<file path="src/rtl/mcu_bridge_master.sv">
// Initiator for the 4-bit address / 8-bit data MCU bridge bus.
// Optional sticky interrupt flag with int_clr: MCU_BRIDGE_INT_STICKY_EN.
module mcu_bridge_master #(
   parameter int unsigned SETUP_CYC  = 2,
   parameter int unsigned STROBE_CYC = 4,
   parameter int unsigned HOLD_CYC   = 2
) (
   input  logic       clk,
   input  logic       rst,
`ifdef MCU_BRIDGE_INT_STICKY_EN
   input  logic       int_clr,
`endif
   input  logic       cmd_valid,
   output logic       cmd_ready,
   input  logic       cmd_write,
   input  logic [3:0] cmd_addr,
   input  logic [7:0] cmd_wdata,
   output logic       rsp_valid,
   output logic [7:0] rsp_rdata,
   output logic [3:0] bus_addr,
   output logic       bus_rd,
   output logic       bus_wr,
   output logic [7:0] bus_data_out,
   output logic       bus_data_oe,
   input  logic [7:0] bus_data_in,
   input  logic       bus_int_in,
   output logic       int_level,
   output logic       int_pulse
);

   localparam logic [7:0] SETUP_LD  = 8'(SETUP_CYC - 1);
   localparam logic [7:0] STROBE_LD = 8'(STROBE_CYC - 1);
   localparam logic [7:0] HOLD_LD   = 8'(HOLD_CYC - 1);

   typedef enum logic [1:0] {
      IDLE,
      SETUP,
      STROBE,
      HOLD
   } state_t;

   state_t     state;
   logic [7:0] cnt;
   logic       dir;
   logic       sync_q;

   // Bus cycle sequencer: setup, strobe and hold phases timed by cnt
   always_ff @(posedge clk) begin
      if (rst) begin
         state        <= IDLE;
         cnt          <= 8'd0;
         dir          <= 1'b0;
         cmd_ready    <= 1'b1;
         rsp_valid    <= 1'b0;
         rsp_rdata    <= 8'd0;
         bus_addr     <= 4'd0;
         bus_rd       <= 1'b0;
         bus_wr       <= 1'b0;
         bus_data_out <= 8'd0;
         bus_data_oe  <= 1'b0;
      end else begin
         rsp_valid <= 1'b0;
         unique case (state)
            IDLE: begin
               if (cmd_valid && cmd_ready) begin
                  bus_addr     <= cmd_addr;
                  bus_data_out <= cmd_wdata;
                  bus_data_oe  <= cmd_write;
                  dir          <= cmd_write;
                  cmd_ready    <= 1'b0;
                  cnt          <= SETUP_LD;
                  state        <= SETUP;
               end
            end
            SETUP: begin
               if (cnt == 8'd0) begin
                  bus_wr <= dir;
                  bus_rd <= ~dir;
                  cnt    <= STROBE_LD;
                  state  <= STROBE;
               end else begin
                  cnt <= cnt - 8'd1;
               end
            end
            STROBE: begin
               if (cnt == 8'd0) begin
                  // Responder holds data stable under rd, so no resync
                  if (!dir) rsp_rdata <= bus_data_in;
                  bus_wr <= 1'b0;
                  bus_rd <= 1'b0;
                  cnt    <= HOLD_LD;
                  state  <= HOLD;
               end else begin
                  cnt <= cnt - 8'd1;
               end
            end
            HOLD: begin
               if (cnt == 8'd0) begin
                  bus_data_oe <= 1'b0;
                  cmd_ready   <= 1'b1;
                  rsp_valid   <= ~dir;
                  state       <= IDLE;
               end else begin
                  cnt <= cnt - 8'd1;
               end
            end
            default: state <= IDLE;
         endcase
      end
   end

`ifdef MCU_BRIDGE_INT_STICKY_EN
   logic sync_lvl;
   logic rise;

   assign rise = sync_q & ~sync_lvl;

   // Interrupt synchroniser with sticky flag; set wins over clear
   always_ff @(posedge clk) begin
      if (rst) begin
         sync_q    <= 1'b0;
         sync_lvl  <= 1'b0;
         int_level <= 1'b0;
         int_pulse <= 1'b0;
      end else begin
         sync_q    <= bus_int_in;
         sync_lvl  <= sync_q;
         int_pulse <= rise;
         int_level <= rise | (int_level & ~int_clr);
      end
   end
`else
   // Interrupt synchroniser; int_level is the second flop
   always_ff @(posedge clk) begin
      if (rst) begin
         sync_q    <= 1'b0;
         int_level <= 1'b0;
         int_pulse <= 1'b0;
      end else begin
         sync_q    <= bus_int_in;
         int_level <= sync_q;
         int_pulse <= sync_q & ~int_level;
      end
   end
`endif

endmodule

</file>
<file path="config.mk">
export PLATFORM = sky130hd
export DESIGN_NAME = mcu_bridge_master
export DESIGN_NICKNAME = d
export VERILOG_FILES = /design/src/rtl/mcu_bridge_master.sv
export SDC_FILE = /design/constraint.sdc
export NUM_CORES = 1
export LEC_CHECK = 0
export CORE_MARGIN = 2
export CORE_UTILIZATION = 44
export CTS_CLUSTER_DIAMETER = 100
export CTS_CLUSTER_SIZE = 30
export DETAILED_ROUTE_END_ITERATION = 7
export PLACE_DENSITY = 0.74
export SLEW_MARGIN = 30
export SYNTH_ARGS = -nofsm -noshare
export SYNTH_HDL_FRONTEND = slang
export SYNTH_SLANG_ARGS = --single-unit
</file>
<file path="constraint.sdc">
create_clock -name clk -period 2.05 [get_ports clk]
set_input_delay 0.41 -clock clk [delete_from_list [all_inputs] [get_ports clk]]
set_output_delay 0.41 -clock clk [all_outputs]
set_load 0.03 [all_outputs]
</file>
==> results of run 1 <==
state kept, by name (all words and copies together), names as in the netlist:
signal / flops
bus_data_out: 8
cnt: 8
int_level: 1
bus_addr: 4
rsp_valid: 1
bus_rd: 1
cmd_ready: 1
bus_data_oe: 1
sync_q: 1
int_pulse: 1
state: 2
dir: 1
bus_wr: 1
rsp_rdata: 8
through the flow:
stage | hold slack [ps] | utilization, % | setup WS, ps
final | 421 | 65.1 | 189
after global routing | 446 | 65.1 | 108
after CTS | 425 | 65.1 | 197
after detailed placement | 413 | 62.0 | 136
after global placement | 401 | 62.0 | 169
after floorplan | 439 | - | 269
routing by layer:
| metal | vias to the layer above | share of wire [%] | track usage (%) |
|---|---|---|---|
| met1 | 707 | 50 | 26.6 |
| met5 | - | 0 | 0 |
| li1 | 770 | - | - |
| met2 | 39 | 43 | 30.4 |
| met4 | 0 | 1.4 | 7.81 |
| met3 | 8 | 5.3 | 5.65 |
kinds of logic (layout without fill, tap and decap cells):
kind of cell | count (synthesis) | count (layout) | share of synthesized area (%)
adders and majority gates | 6 | 6 | 4.50
xor gates and xnor gates | 4 | 4 | 2.10
DFF | 39 | 39 | 46.8
AOI/OAI and AO/OA | 43 | 43 | 15.9
muxes | 9 | 9 | 5.40
and+or+nand+nor | 73 | 73 | 22.1
buffers and inverters | 14 | 74 | 3.23
cell usage in the layout, fill, tap and decap left out, types with 3 or more instances in the layout:
master,synthesis,final
clkdlybuf4s50_1,0,51
dfxtp_1,39,39
nand2_1,34,34
a21oi_1,23,23
nor2_1,14,14
mux2i_1,9,9
buf_4,0,8
inv_1,7,7
ha_1,6,6
o21ai_0,5,5
clkbuf_8,0,5
nor3_1,4,4
xor2_1,4,4
a211oi_1,3,3
nor2b_1,3,3
power by group through the flow:
stage          combinational (mW)  clock [mW]  sequential (mW)
5_1_grt                      1.68       0.697             1.07
4_1_cts                      1.54       0.656             1.04
6_report                     1.54       0.642             1.04
2_1_floorplan               0.848           0             1.20
3_3_place_gp                 1.52           0             1.05
3_5_place_dp                 1.52           0             1.05
final timing paths:
path | to | startpoint | slack, ps
worst max register to register | bus_rd | cnt[0] | 250
worst min register to register | int_pulse | int_level | 420
worst max-delay path | cmd_ready | cmd_ready | 190
worst min-delay path | int_pulse | int_level | 420
final cells by class:
| class | count | area share (%) |
|---|---|---|
| clock buffer | 5 | 2.89 |
| clock inverter | 3 | 1.84 |
| inverter | 7 | 1.10 |
| multi-input combinational | 135 | 35.0 |
| sequential | 39 | 32.8 |
| tap | 48 | 2.52 |
| timing repair buffer | 59 | 23.9 |
==> results.json, run 1 <==
{
  "outcome": "completed",
  "layout-drive-gt1-share_pct": 8.47,
  "total_power_mw": 3.22,
  "synth_common_cells": "dfxtp_1, nand2_1, a21oi_1, nor2_1, mux2i_1",
  "ys_seq_area_share_pct": 46.8,
  "p_leak_nw": 0.964,
  "crit_type": "reg -> out",
  "drc": 0,
  "hold_violations": 0,
  "post_cts_buffers": 0,
  "cts_root_buffer": "clkbuf_8",
  "cap_violations": 0,
  "cp_num_buf_inv": 1,
  "yosys_most_used_dff": "dfxtp_1",
  "grt_pass1_vias": 1483,
  "p_seq_share_pct": 32.2,
  "cts_resized": 0,
  "grt_max_degree": 30,
  "synth.most_common_cell": "dfxtp_1",
  "fp-row-count": 22,
  "synthesis.nets": 219,
  "hp-class": "reg -> reg",
  "htreeDepth": 2,
  "routed-via-count": 1524,
  "startpoint_type": "register",
  "globalRouteOverflowTotal": 0,
  "drt-pass1-iter-count": 4,
  "stdcell_count": 296,
  "slew_violations": 0,
  "fillers": 317,
  "yosysWarnings": 0,
  "swShare_pct": 39.3,
  "die_w_um": 65.6,
  "final_nets": 278,
  "dp.cells": 288,
  "gp_congestion": 0.920,
  "power_density_nw_per_um2": 1350,
  "relSlewSlack_pct": 75.1,
  "areaGrowthSynthToFinish_pct": 42.9,
  "fin_crit_sh_pct": 90.8,
  "path_depth": 1,
  "diodes": 0,
  "p_int_mw": 1.96,
  "syn_area_sq_um": 1670,
  "seqCellArea_sq_um": 781,
  "tritoncts": "done",
  "initial_utilization_pct": 45.6,
  "ant_nets": 0,
  "holdBufCountCts": 0,
  "wl_per_cell_um": 13.4,
  "die_y_um": 65.6,
  "combPwrFrac_pct": 47.9,
  "synth_top_area_cell": "dfxtp_1",
  "synth_edf_count": 0,
  "clk_latency_ps": 300,
  "clock_path_buffers": 2,
  "cp.arrival_ps": 1450,
  "path_clk_slew_ps": 80,
  "min_period_ps": 1860,
  "max_stage_delay_ps": 710,
  "ir_drop_mv": 0.603,
  "p_clk_share_pct": 19.9,
  "dieArea_sq_um": 4300,
  "grtUsageTotal_pct": 19.9,
  "grt_first_pass_wirelength_um": 6620,
  "cp-end-kind": "output pin",
  "io_pins": 52,
  "synthArstFlopShare_pct": 0,
  "crit_fanout": 7,
  "portBuffers": 51,
  "synth_top_area_share_pct": 46.8,
  "cp_top_family": "buffers and inverters",
  "place_hpwl_um": 2770,
  "coreArea_sq_um": 3660,
  "vias_per_cell": 5.15,
  "power_switching_mw": 1.27,
  "multi_input_area_sq_um": 833,
  "tightest_slew_ps": 373,
  "yosysUniqueCellTypes": 38,
  "drt_iter0_markers": 116,
  "clock_skew_ps": 7.63,
  "antenna_found_initial": 0,
  "hold_path_depth": 1,
  "rsz0062_at_grt": "false",
  "synth_area_leaders": "dfxtp_1, nand2_1, a21oi_1",
  "r2r_cells": 6,
  "synth-seq-cells": 39,
  "cp_cell_sequence": "clkdlybuf4s50_1",
  "syn_inst": 188,
  "cp_data_required_time_ps": 1640,
  "cp_slowest_cell": "clkdlybuf4s50_1",
  "routed_wl_um": 3960,
  "place_area_sq_um": 2270,
  "setup_tns_ps": 0,
  "numCtsBuffers": 5,
  "fmax_ghz": 0.537,
  "syn_area_per_cell_sq_um": 8.87,
  "finalInstanceArea_sq_um": 2380,
  "setup_viol": 0,
  "clock_sinks": 39
}
No activity file was read; power rests on OpenSTA's default activity.
==> inputs of run 2 (changes only) <==
CORE_ASPECT_RATIO = 1.1   (was default)
HOLD_SLACK_MARGIN = 0.06   (was default)
==> run 2 against run 1 <==
  * Final area fell by 0.58%
  * Sequential power barely moved
  * Clock skew fell by 1.1 ps
  * Worst hold slack got worse by 6.3 ps
  * Flip-flop and latch count did not move
  * Via count fell by 1.8%
  * Sequential share of layout area rose by 0.19 points
  * Worst setup slack improved by 1.2 ps
  * Global-route usage fell by 0.92 points
  * Utilization rose by 0.25 points
  * Count of clock-buffer cells in the layout did not move
  * First-iteration DRC count fell by 73%
  * Largest power group unchanged
  * Highest routed layer unchanged
==> results.json, run 2 (same netlist as run 1, synthesis figures left out) <==
{
  "clock_skew_ps": 6.52,
  "coreArea_sq_um": 3630,
  "routed-via-count": 1497,
  "die_y_um": 68.6,
  "p_clk_share_pct": 15.7,
  "combPwrFrac_pct": 50.8,
  "path_clk_slew_ps": 70,
  "finalInstanceArea_sq_um": 2370,
  "dieArea_sq_um": 4300,
  "routed_wl_um": 3870,
  "fin_util_pct": 65.4,
  "dp.cells": 291,
  "cp-end-kind": "output pin",
  "crit_start": "cmd_ready",
  "crit_end": "cmd_ready",
  "grtUsageTotal_pct": 19.0,
  "ant_nets": 0,
  "cts_resized": 0,
  "r2r_cells": 6,
  "setup_ws_ps": 191,
  "final_common_cell": "clkdlybuf4s50_1",
  "multi_input_area_sq_um": 833,
  "setup_tns_ps": 0,
  "clock_path_buffers": 2,
  "fin_crit_sh_pct": 90.7,
  "areaGrowthSynthToFinish_pct": 42.1,
  "startpoint_type": "register",
  "setup_viol": 0,
  "cp.arrival_ps": 1450,
  "regToRegEndpoint": "bus_rd",
  "r2r_slack_ps": 190,
  "die_w_um": 62.7,
  "power_density_nw_per_um2": 1300,
  "place_area_sq_um": 2290,
  "cp_data_required_time_ps": 1640,
  "max_stage_delay_ps": 730,
  "cap_violations": 0,
  "tritoncts": "done",
  "drt-pass1-iter-count": 4,
  "relSlewSlack_pct": 73.8,
  "slew_violations": 0,
  "final_cell_mix": "clkdlybuf4s50_1, dfxtp_1, nand2_1",
  "cp_slowest_cell": "clkdlybuf4s50_1",
  "cp_top_family": "buffers and inverters",
  "cp_num_buf_inv": 1,
  "swShare_pct": 40.5,
  "post_cts_buffers": 0,
  "reg.largest.list": "bus_data_out: 8 flops, cnt: 8 flops, rsp_rdata: 8 flops",
  "gp_congestion": 0.832,
  "whs_ps": 414,
  "drt_iter0_markers": 31,
  "r2r-start": "cnt[0]",
  "grt_pass1_vias": 1413,
  "path_depth": 1,
  "wl_per_cell_um": 13.0,
  "diodes": 0,
  "stdcell_count": 297,
  "post-place-ws_ps": 177,
  "htreeDepth": 2,
  "crit_type": "reg -> out",
  "place_hpwl_um": 2860,
  "rsz0062_at_grt": "false",
  "tightest_slew_ps": 392,
  "fmax_ghz": 0.538,
  "seqCellArea_sq_um": 781,
  "layout-drive-gt1-share_pct": 8.10,
  "ir_drop_mv": 0.818,
  "cts_root_buffer": "clkbuf_8",
  "total_power_mw": 3.09,
  "power_switching_mw": 1.25,
  "p_seq_share_pct": 33.6,
  "vias_per_cell": 5.04,
  "p_int_mw": 1.84,
  "clock_sinks": 39,
  "fillers": 345,
  "numCtsBuffers": 5,
  "portBuffers": 51,
  "antenna_found_initial": 0,
  "holdBufCountCts": 0,
  "grt_first_pass_wirelength_um": 6380,
  "fp-row-count": 23,
  "p_leak_nw": 0.950,
  "cp_cell_sequence": "clkdlybuf4s50_1",
  "hp-class": "reg -> reg",
  "grt_max_degree": 30,
  "min_period_ps": 1860,
  "clk_latency_ps": 290,
  "drc": 0,
  "initial_utilization_pct": 46.0,
  "outcome": "completed",
  "final_nets": 279,
  "hold_violations": 0,
  "crit_fanout": 7,
  "globalRouteOverflowTotal": 0,
  "io_pins": 52
}
[run 2: final cells by class]
cell class | instances | area share [%]
sequential | 39 | 32.9
clock inverter | 1 | 0.317
clock buffer | 5 | 2.90
inverter | 7 | 1.11
multi-input combinational | 135 | 35.2
timing repair buffer | 60 | 24.9
tap | 50 | 2.64
[run 2: how the worst min path moves through the flow]
stage                         start        end  slack (ps)  depth (start not counted)
after floorplan              sync_q  int_level         440                          1
after global placement    int_level  int_pulse         410                          1
after detailed placement  int_level  int_pulse         410                          1
after CTS                 int_level  int_pulse         420                          1
after global routing      int_level  int_pulse         440                          1
final                     int_level  int_pulse         410                          1
[run 2: power by group through the flow]
stage / Combinational (mW) / Clock [mW] / Sequential (mW)
floorplan: 0.848 / 0 / 1.20
global placement: 1.55 / 0 / 1.05
detailed placement: 1.55 / 0 / 1.06
CTS: 1.57 / 0.492 / 1.04
global route: 1.73 / 0.516 / 1.06
finish: 1.57 / 0.484 / 1.04
[run 2: metal layers]
metal	global-route usage [%]	up-vias	share of wire (%)
met5	0	-	0
met4	5.83	0	1.2
met3	9.25	5	9.1
met2	32.5	40	47
met1	21.3	680	43
li1	-	772	-
==> inputs of run 3 (changes only) <==
CORE_UTILIZATION = 46   (was 44)
PLACE_DENSITY = default   (was 0.74)
PLACE_DENSITY_LB_ADDON = 0.08   (was default)
REMOVE_ABC_BUFFERS = 1   (was default)
==> run 3 against run 2 <==
  * Final cell count is 0.34% lower
  * First-iteration DRC count is 6.5% higher
  * Via count is 4.4% higher
  * Sequential share of layout area is 0.46 points higher
  * Utilization is 3.1 points higher
  * Die area is 4.1% lower
  * Critical path type unchanged
  * Highest routed layer unchanged
==> results.json, run 3 (same netlist as run 1, synthesis figures left out) <==
{
  "outcome": "completed",
  "p_int_mw": 1.72,
  "min_period_ps": 1940,
  "portBuffers": 51,
  "clock_skew_ps": 4.60,
  "io_pins": 52,
  "crit_type": "reg -> out",
  "relSlewSlack_pct": 67.3,
  "areaGrowthSynthToFinish_pct": 40.1,
  "cp_num_buf_inv": 1,
  "setup_viol": 0,
  "vias_per_cell": 5.28,
  "dieArea_sq_um": 4120,
  "power_switching_mw": 1.26,
  "cp_slowest_cell": "clkdlybuf4s50_1",
  "grt_first_pass_wirelength_um": 6360,
  "cp-end-kind": "output pin",
  "cp_data_required_time_ps": 1640,
  "fp-row-count": 22,
  "max_stage_delay_ps": 720,
  "combPwrFrac_pct": 51.9,
  "clock_sinks": 39,
  "die_y_um": 67.2,
  "setup_tns_ps": 0,
  "finalInstanceArea_sq_um": 2340,
  "grt_pass1_vias": 1519,
  "cp_top_family": "buffers and inverters",
  "final_cell_mix": "clkdlybuf4s50_1, dfxtp_1, nand2_1",
  "tightest_slew_ps": 491,
  "p_seq_share_pct": 35.0,
  "drc": 0,
  "coreArea_sq_um": 3410,
  "grtUsageTotal_pct": 20.6,
  "drt-pass1-iter-count": 4,
  "final_common_cell": "clkdlybuf4s50_1",
  "grt_max_degree": 18,
  "cts_root_buffer": "clkbuf_4",
  "wl_per_cell_um": 13.4,
  "antenna_found_initial": 0,
  "ir_drop_mv": 1.01,
  "rsz0062_at_grt": "false",
  "hold_violations": 0,
  "slew_violations": 0,
  "power_density_nw_per_um2": 1270,
  "startpoint_type": "register",
  "drt_iter0_markers": 33,
  "path_clk_slew_ps": 120,
  "ant_nets": 0,
  "final_nets": 278,
  "fmax_ghz": 0.516,
  "initial_utilization_pct": 48.9,
  "swShare_pct": 42.3,
  "clock_path_buffers": 2,
  "diodes": 0,
  "globalRouteOverflowTotal": 0,
  "routed_wl_um": 3960,
  "die_w_um": 61.4,
  "holdBufCountCts": 0,
  "reg.largest.list": "bus_data_out: 8 flops, cnt: 8 flops, rsp_rdata: 8 flops",
  "gp_congestion": 0.845,
  "numCtsBuffers": 5,
  "place_area_sq_um": 2270,
  "total_power_mw": 2.98,
  "cp_cell_sequence": "clkdlybuf4s50_1",
  "cp.arrival_ps": 1530,
  "layout-drive-gt1-share_pct": 8.47,
  "fin_crit_sh_pct": 94.5,
  "clk_latency_ps": 350,
  "hp-class": "reg -> reg",
  "place_hpwl_um": 2960,
  "routed-via-count": 1563,
  "cap_violations": 0,
  "tritoncts": "done",
  "crit_fanout": 7,
  "p_clk_share_pct": 13.1,
  "htreeDepth": 2,
  "p_leak_nw": 0.942
}
-- run 3: path summary, 6_finish.rpt --
check             from        end  slack, ps  depth (start not counted)
max          cmd_ready  cmd_ready        110                          1
min          int_level  int_pulse        420                          1
max reg2reg     cnt[0]     cnt[4]        190                          6
min reg2reg  int_level  int_pulse        420                          1
-- run 3: area by class of cell --
class / instances / area, sq um
multi-input combinational: 135 / 842
clock inverter: 3 / 20.0
clock buffer: 5 / 37.5
sequential: 39 / 781
fill: 305 / 1080
timing repair buffer: 59 / 571
inverter: 7 / 26.3
tap: 48 / 60.1
-- run 3: layer usage --
layer | track usage (%) | vias to the layer above | wire (um)
met5 | 0 | - | 0
met1 | 24.2 | 731 | 1660
met4 | 10.6 | 0 | 55
met3 | 6.51 | 6 | 297
met2 | 33.1 | 55 | 1950
li1 | - | 771 | -
-- run 3: what timing repair did --
| action | in CTS | in global routing |
|---|---|---|
| setup buffers | 0 | 0 |
| resized for setup | 0 | 1 |
| setup endpoints to repair | 0 | 3 |
-- run 3: metrics by stage --
step,utilization (%),hold slack (ps),setup slack (ps),std cells
5_1_grt,68.5,461,41.3,296
2_1_floorplan,-,439,339,181
6_report,68.5,418,113,296
4_1_cts,68.2,427,105,296
3_5_place_dp,66.5,410,80.1,288
3_3_place_gp,66.5,395,156,288
-- run 3: power groups by stage --
stage	combinational (mW)	clock, mW	sequential [mW]
after floorplan	0.830	0	1.20
after global placement	1.47	0	1.04
after detailed placement	1.51	0	1.05
after CTS	1.52	0.403	1.04
after global routing	1.69	0.428	1.07
final	1.55	0.390	1.04
==> edit 1: new RTL, flow settings as in run 2 <==
Encoding of `state_t`: now one-hot (4 bits for 4 states).
--- a/src/rtl/mcu_bridge_master.sv
+++ b/src/rtl/mcu_bridge_master.sv
@@ -32,11 +32,11 @@
    localparam logic [7:0] STROBE_LD = 8'(STROBE_CYC - 1);
    localparam logic [7:0] HOLD_LD   = 8'(HOLD_CYC - 1);
 
-   typedef enum logic [1:0] {
-      IDLE,
-      SETUP,
-      STROBE,
-      HOLD
+   typedef enum logic [3:0] {
+      IDLE   = 4'b0001,
+      SETUP  = 4'b0010,
+      STROBE = 4'b0100,
+      HOLD   = 4'b1000
    } state_t;
 
    state_t     state;
Function: no difference found for any inputs over 10 cycles, from zero or initial values and one cycle with rst high; not proved beyond that.
==> edit 1 against run 2 <==
The run now ends with negative setup slack left. Critical path depth up 5. Wire length grew 1.7%. Synthesized area is 4.8% higher. Setup slack got worse by 0.25 ns. Total power fell by 16%. First-iteration DRC count is 9.7% higher. Die area is 4.5% higher. Design area rose by 7.8%. Sequential cell count is 2 higher. Global-route usage is 0.095 points higher. Sequential power down 6%. Combinational power is 28% lower. Largest cell class unchanged.
==> edit 1: results (changes against run 2) <==
| Metric | Value |
|---|---|
| Met3 GRT Util | 0.05636 (was 0.09253) |
| DP HPWL | 2.812 mm (was 2.857 mm) |
| Largest net degree at the start of global routing | 35 (was 30) |
| Clkbuf count | 6 (was 5) |
| Slew HR | 0.7474 (was 0.7378) |
| Iter 0 DRT Violations | 34 (was 31) |
| Cell family with most CP delay | simple AND/OR/NAND/NOR gates (was buffers and inverters) |
| Nets | 296 (was 279) |
| Setup WS post-layout | -0.06133 ns (was 0.1906 ns) |
| CTS buffer count | 5 (unchanged) |
| Final setup fails | 8 (was 0) |
| Synth top cells by count | dfxtp_1 (41), nand2_1 (35), a21oi_1 (22), clkbuf_1 (12), nor2_1 (12) (was dfxtp_1 (39), nand2_1 (34), a21oi_1 (23), nor2_1 (14), mux2i_1 (9)) |
| Fillers | 320 (was 345) |
| Largest registers | bus_data_out (8), cnt (8), rsp_rdata (8) (unchanged) |
| Crit path DAT | 2.30 ns (was 1.45 ns) |
| Leakage | 1.043 nW (was 0.9505 nW) |
| Crit-path slowest cell | or4b_4 (was clkdlybuf4s50_1) |
| Bufs w/o clock | 72 (was 60) |
| Multi-input gate count | 142 (was 135) |
| Clock-cell share | 0.03232 (was 0.03221) |
| Synth top area cells | dfxtp_1 (47%), nand2_1 (7.5%), a21oi_1 (6.3%) (was dfxtp_1 (47%), nand2_1 (7.7%), a21oi_1 (6.9%)) |
| Routed wire per std cell | 12.21 µm (was 13.02 µm) |
| Sequential-to-total area share from yosys stat | 0.4696 (was 0.4681) |
| Met2 Resource Use GR | 0.3218 (was 0.3253) |
| Failing checks | negative setup slack |
| Setup Buffers After CTS | 0 (unchanged) |
| GR peak layer | met2 (unchanged) |
| Pre-CTS setup slack | -0.1164 ns (was 0.1771 ns) |
| Post-Syn Nets | 231 (was 219) |
| GP Congestion | 0.8757 (was 0.8316) |
| FFs & Latches | 41 (was 39) |
| Vias per cell | 5.022 (was 5.040) |
| Max IR drop VDD | 0.0005223 V (was 0.0008184 V) |
| Outcome | complete, but fails checks (was finished clean) |
| GR Util All Layers | 0.1911 (was 0.1902) |
| DR pass1 iterations | 4 (unchanged) |
| Number of global-route vias before repair | 1629 (was 1413) |
| NonClk Buf Share | 0.2659 (was 0.2492) |
| Critical Path Fanout Max | 6 (was 7) |
| Skew final | 0.001282 ns (was 0.006517 ns) |
| Max incr delay on CP | 0.58 ns (was 0.73 ns) |
| Footprint of the multi-input gates | 878.3 µm² (was 833.3 µm²) |
| First-pass GRT wire length | 6.844 mm (was 6.382 mm) |
==> edit 1: timing repair <==
| action | CTS | global route |
|---|---|---|
| pin swaps | 2 | 1 |
| resized for setup | 8 | 9 |
| setup endpoints to repair | 18 | 17 |
==> edit 1: cell families (layout without fill, tap and decap cells) <==
kind of cell    count (synthesis)  count (layout)  synth area share
buf+inv                        21              87           0.05011
fa+ha+maj                       2               2           0.01431
mux                             9               9           0.05154
compound gates                 44              44            0.1575
xor+xnor                        2               2           0.01002
simple gates                   85              85            0.2470
flops                          41              41            0.4696
==> edit 1: worst register-to-register path: stages, from the launching register on <==
cell and delay [ns]:
dfxtp_2 0.33, or4_4 0.53, or4b_4 0.58, a22oi_2 0.22
buf_4 0.16, nor2_2 0.03, o21a_1 0.17
==> edit 1: path summary, 6_finish.rpt <==
check / cells after the start / end / start / slack, ns
worst max register to register: 6 / cnt[0] / cnt[5] / -0.06
worst min register to register: 1 / int_pulse / int_level / 0.41
worst min-delay path: 1 / int_pulse / int_level / 0.41
worst max-delay path: 6 / cnt[0] / cnt[5] / -0.06
==> edit 1: routing by layer <==
metal,vias up,wire length (µm)
met1,740,1751
met4,0,70
met5,-,0
met3,7,224
met2,35,1887
li1,835,-
==> edit 1: per-stage QoR <==
step                  util  cell area (µm²)  TNS (ns)  cells
detailed placement  0.6250             2421   -0.9190    314
CTS                 0.6521             2526   -0.2729    322
global placement    0.6250             2421   -0.6091    314
global route        0.6596             2555    -1.053    322
finish              0.6596             2555   -0.3416    322
floorplan                -             1752   -0.2412    204
==> edit 1: power breakdown <==
part / internal [W] / leakage, nW / switching [W]
combinational: 0.000579 / 0.662 / 0.000555
clock: 0.000236 / 0.0450 / 0.000257
sequential: 0.000901 / 0.335 / 0.0000806
==> edit 2: new RTL, settings of run 2 <==
Without the edit above. Build with the macro `MCU_BRIDGE_INT_STICKY_EN` defined.
--- a/src/rtl/mcu_bridge_master.sv
+++ b/src/rtl/mcu_bridge_master.sv
@@ -1,5 +1,7 @@
 // Initiator for the 4-bit address / 8-bit data MCU bridge bus.
 // Optional sticky interrupt flag with int_clr: MCU_BRIDGE_INT_STICKY_EN.
+`define MCU_BRIDGE_INT_STICKY_EN
+
 module mcu_bridge_master #(
    parameter int unsigned SETUP_CYC  = 2,
    parameter int unsigned STROBE_CYC = 4,
Interface: changed (added int_clr); port bits go from 52 to 53. The function was not compared with the original's and may differ.
==> edit 2 against run 2 <==
Total power grew 16%. Global-route usage up 0.18 points. Count of clock-buffer cells in the layout up 1. Critical path type unchanged. Wire length rose by 2.0%. Setup slack better by 0.010 ns. Synthesized area up 3.2%. Sequential share of layout area fell by 0.41 points. Sequential cell count rose by 1. Design area up 3.9%.
==> edit 2: results (changes against run 2) <==
| Metric | Value |
|---|---|
| Synthesized area per cell | 8.920 µm² (was 8.872 µm²) |
| Top routing layer used | met4 (unchanged) |
| GR Util All Layers | 0.1919 (was 0.1902) |
| Routed wire per std cell | 12.93 µm (was 13.02 µm) |
| Non-filler cells, final | 305 (was 297) |
| Post-Syn Nets | 225 (was 219) |
| Skew final | 0.005372 ns (was 0.006517 ns) |
| Ratio of cells with drive above 1 in the final layout | 0.1176 (was 0.08097) |
| GP Congestion | 0.8389 (was 0.8316) |
| DP HPWL | 2.908 mm (was 2.857 mm) |
| Worst-Margin Slew | 0.4356 ns (was 0.3923 ns) |
| Outcome | finished clean (unchanged) |
| Nets | 286 (was 279) |
| Placed Cells | 297 (was 291) |
| Largest net degree at the start of global routing | 18 (was 30) |
| Cell family with most CP delay | buffers and inverters (unchanged) |
| Largest registers | bus_data_out (8), cnt (8), rsp_rdata (8) (unchanged) |
| Resized Gates After CTS | 0 (unchanged) |
| Iter 0 DRT Violations | 59 (was 31) |
| Max IR drop VDD | 0.001134 V (was 0.0008184 V) |
| Synth top area cells | dfxtp_1 (47%), a21oi_1 (7.6%), nand2_1 (7.0%) (was dfxtp_1 (47%), nand2_1 (7.7%), a21oi_1 (6.9%)) |
| Synth top cells by count | dfxtp_1 (40), nand2_1 (32), a21oi_1 (26), nor2_1 (11) (was dfxtp_1 (39), nand2_1 (34), a21oi_1 (23), nor2_1 (14), mux2i_1 (9)) |
| DR WL met3 | 185 µm (was 351 µm) |
| Switching part of the total power | 0.4031 (was 0.4050) |
| I/O Buffers | 52 (was 51) |
| Reg2Reg Setup Slack | 0.27 ns (was 0.19 ns) |
| First-pass GRT wire length | 6.775 mm (was 6.382 mm) |
| Wl on met1 | 1.721 mm (was 1.652 mm) |
| Sequential-to-total area share from yosys stat | 0.4651 (was 0.4681) |
| Max incr delay on CP | 0.72 ns |
| Number of global-route vias before repair | 1462 (was 1413) |
| Clock share of power | 0.185 (was 0.157) |
| Unique masters post-synth | 44 (was 38) |
| Vias per cell | 5.164 (was 5.040) |
| Comb power | 0.00182 W (was 0.00157 W) |
| Leakage | 1.008 nW (was 0.9505 nW) |
| Met2 wire len | 1.907 mm (was 1.814 mm) |
-- edit 2: cell families (layout without fill, tap and decap cells) --
logic type,Yosys count,in the layout,share of synthesized area
buf+inv,17,79,0.04288
xor+xnor,1,1,0.005088
flops,40,40,0.4651
simple gates,71,71,0.2166
fa+ha+maj,6,6,0.04360
compound gates,49,49,0.1744
mux,9,9,0.05233
-- edit 2: final timing paths --
kind / start / endpoint / depth (start not counted)
worst min register to register: sync_lvl / int_pulse / 1
worst max register to register: cnt[0] / cnt[3] / 6
worst max-delay path: cmd_ready / cmd_ready / 1
worst min-delay path: sync_lvl / int_pulse / 1
-- edit 2: stage by stage --
stage | setup WS (ns) | cell area [µm²] | hold WS [ns] | total power (W)
2_1_floorplan | 0.2297 | 1722 | 0.3782 | 0.002369
3_3_place_gp | 0.1763 | 2340 | 0.4009 | 0.002928
3_5_place_dp | 0.1409 | 2340 | 0.3898 | 0.002933
6_report | 0.2008 | 2461 | 0.4036 | 0.003602
4_1_cts | 0.1797 | 2461 | 0.4050 | 0.003614
5_1_grt | 0.1327 | 2461 | 0.4374 | 0.003885
-- edit 2: metal layers --
metal	GRT usage	up-vias
met5	0	-
met4	0.1063	0
met3	0.04545	11
met2	0.3018	44
met1	0.2398	720
li1	-	800
-- edit 2: cell type report --
class / count / area, µm²
clock buffers: 6 / 82.58
clock inverters: 2 / 38.79
fillers: 312 / 1251
inverters: 9 / 33.78
multi-input cells: 136 / 847.1
flip-flops and latches: 40 / 800.8
well taps: 50 / 62.56
repair buffers: 62 / 595.6
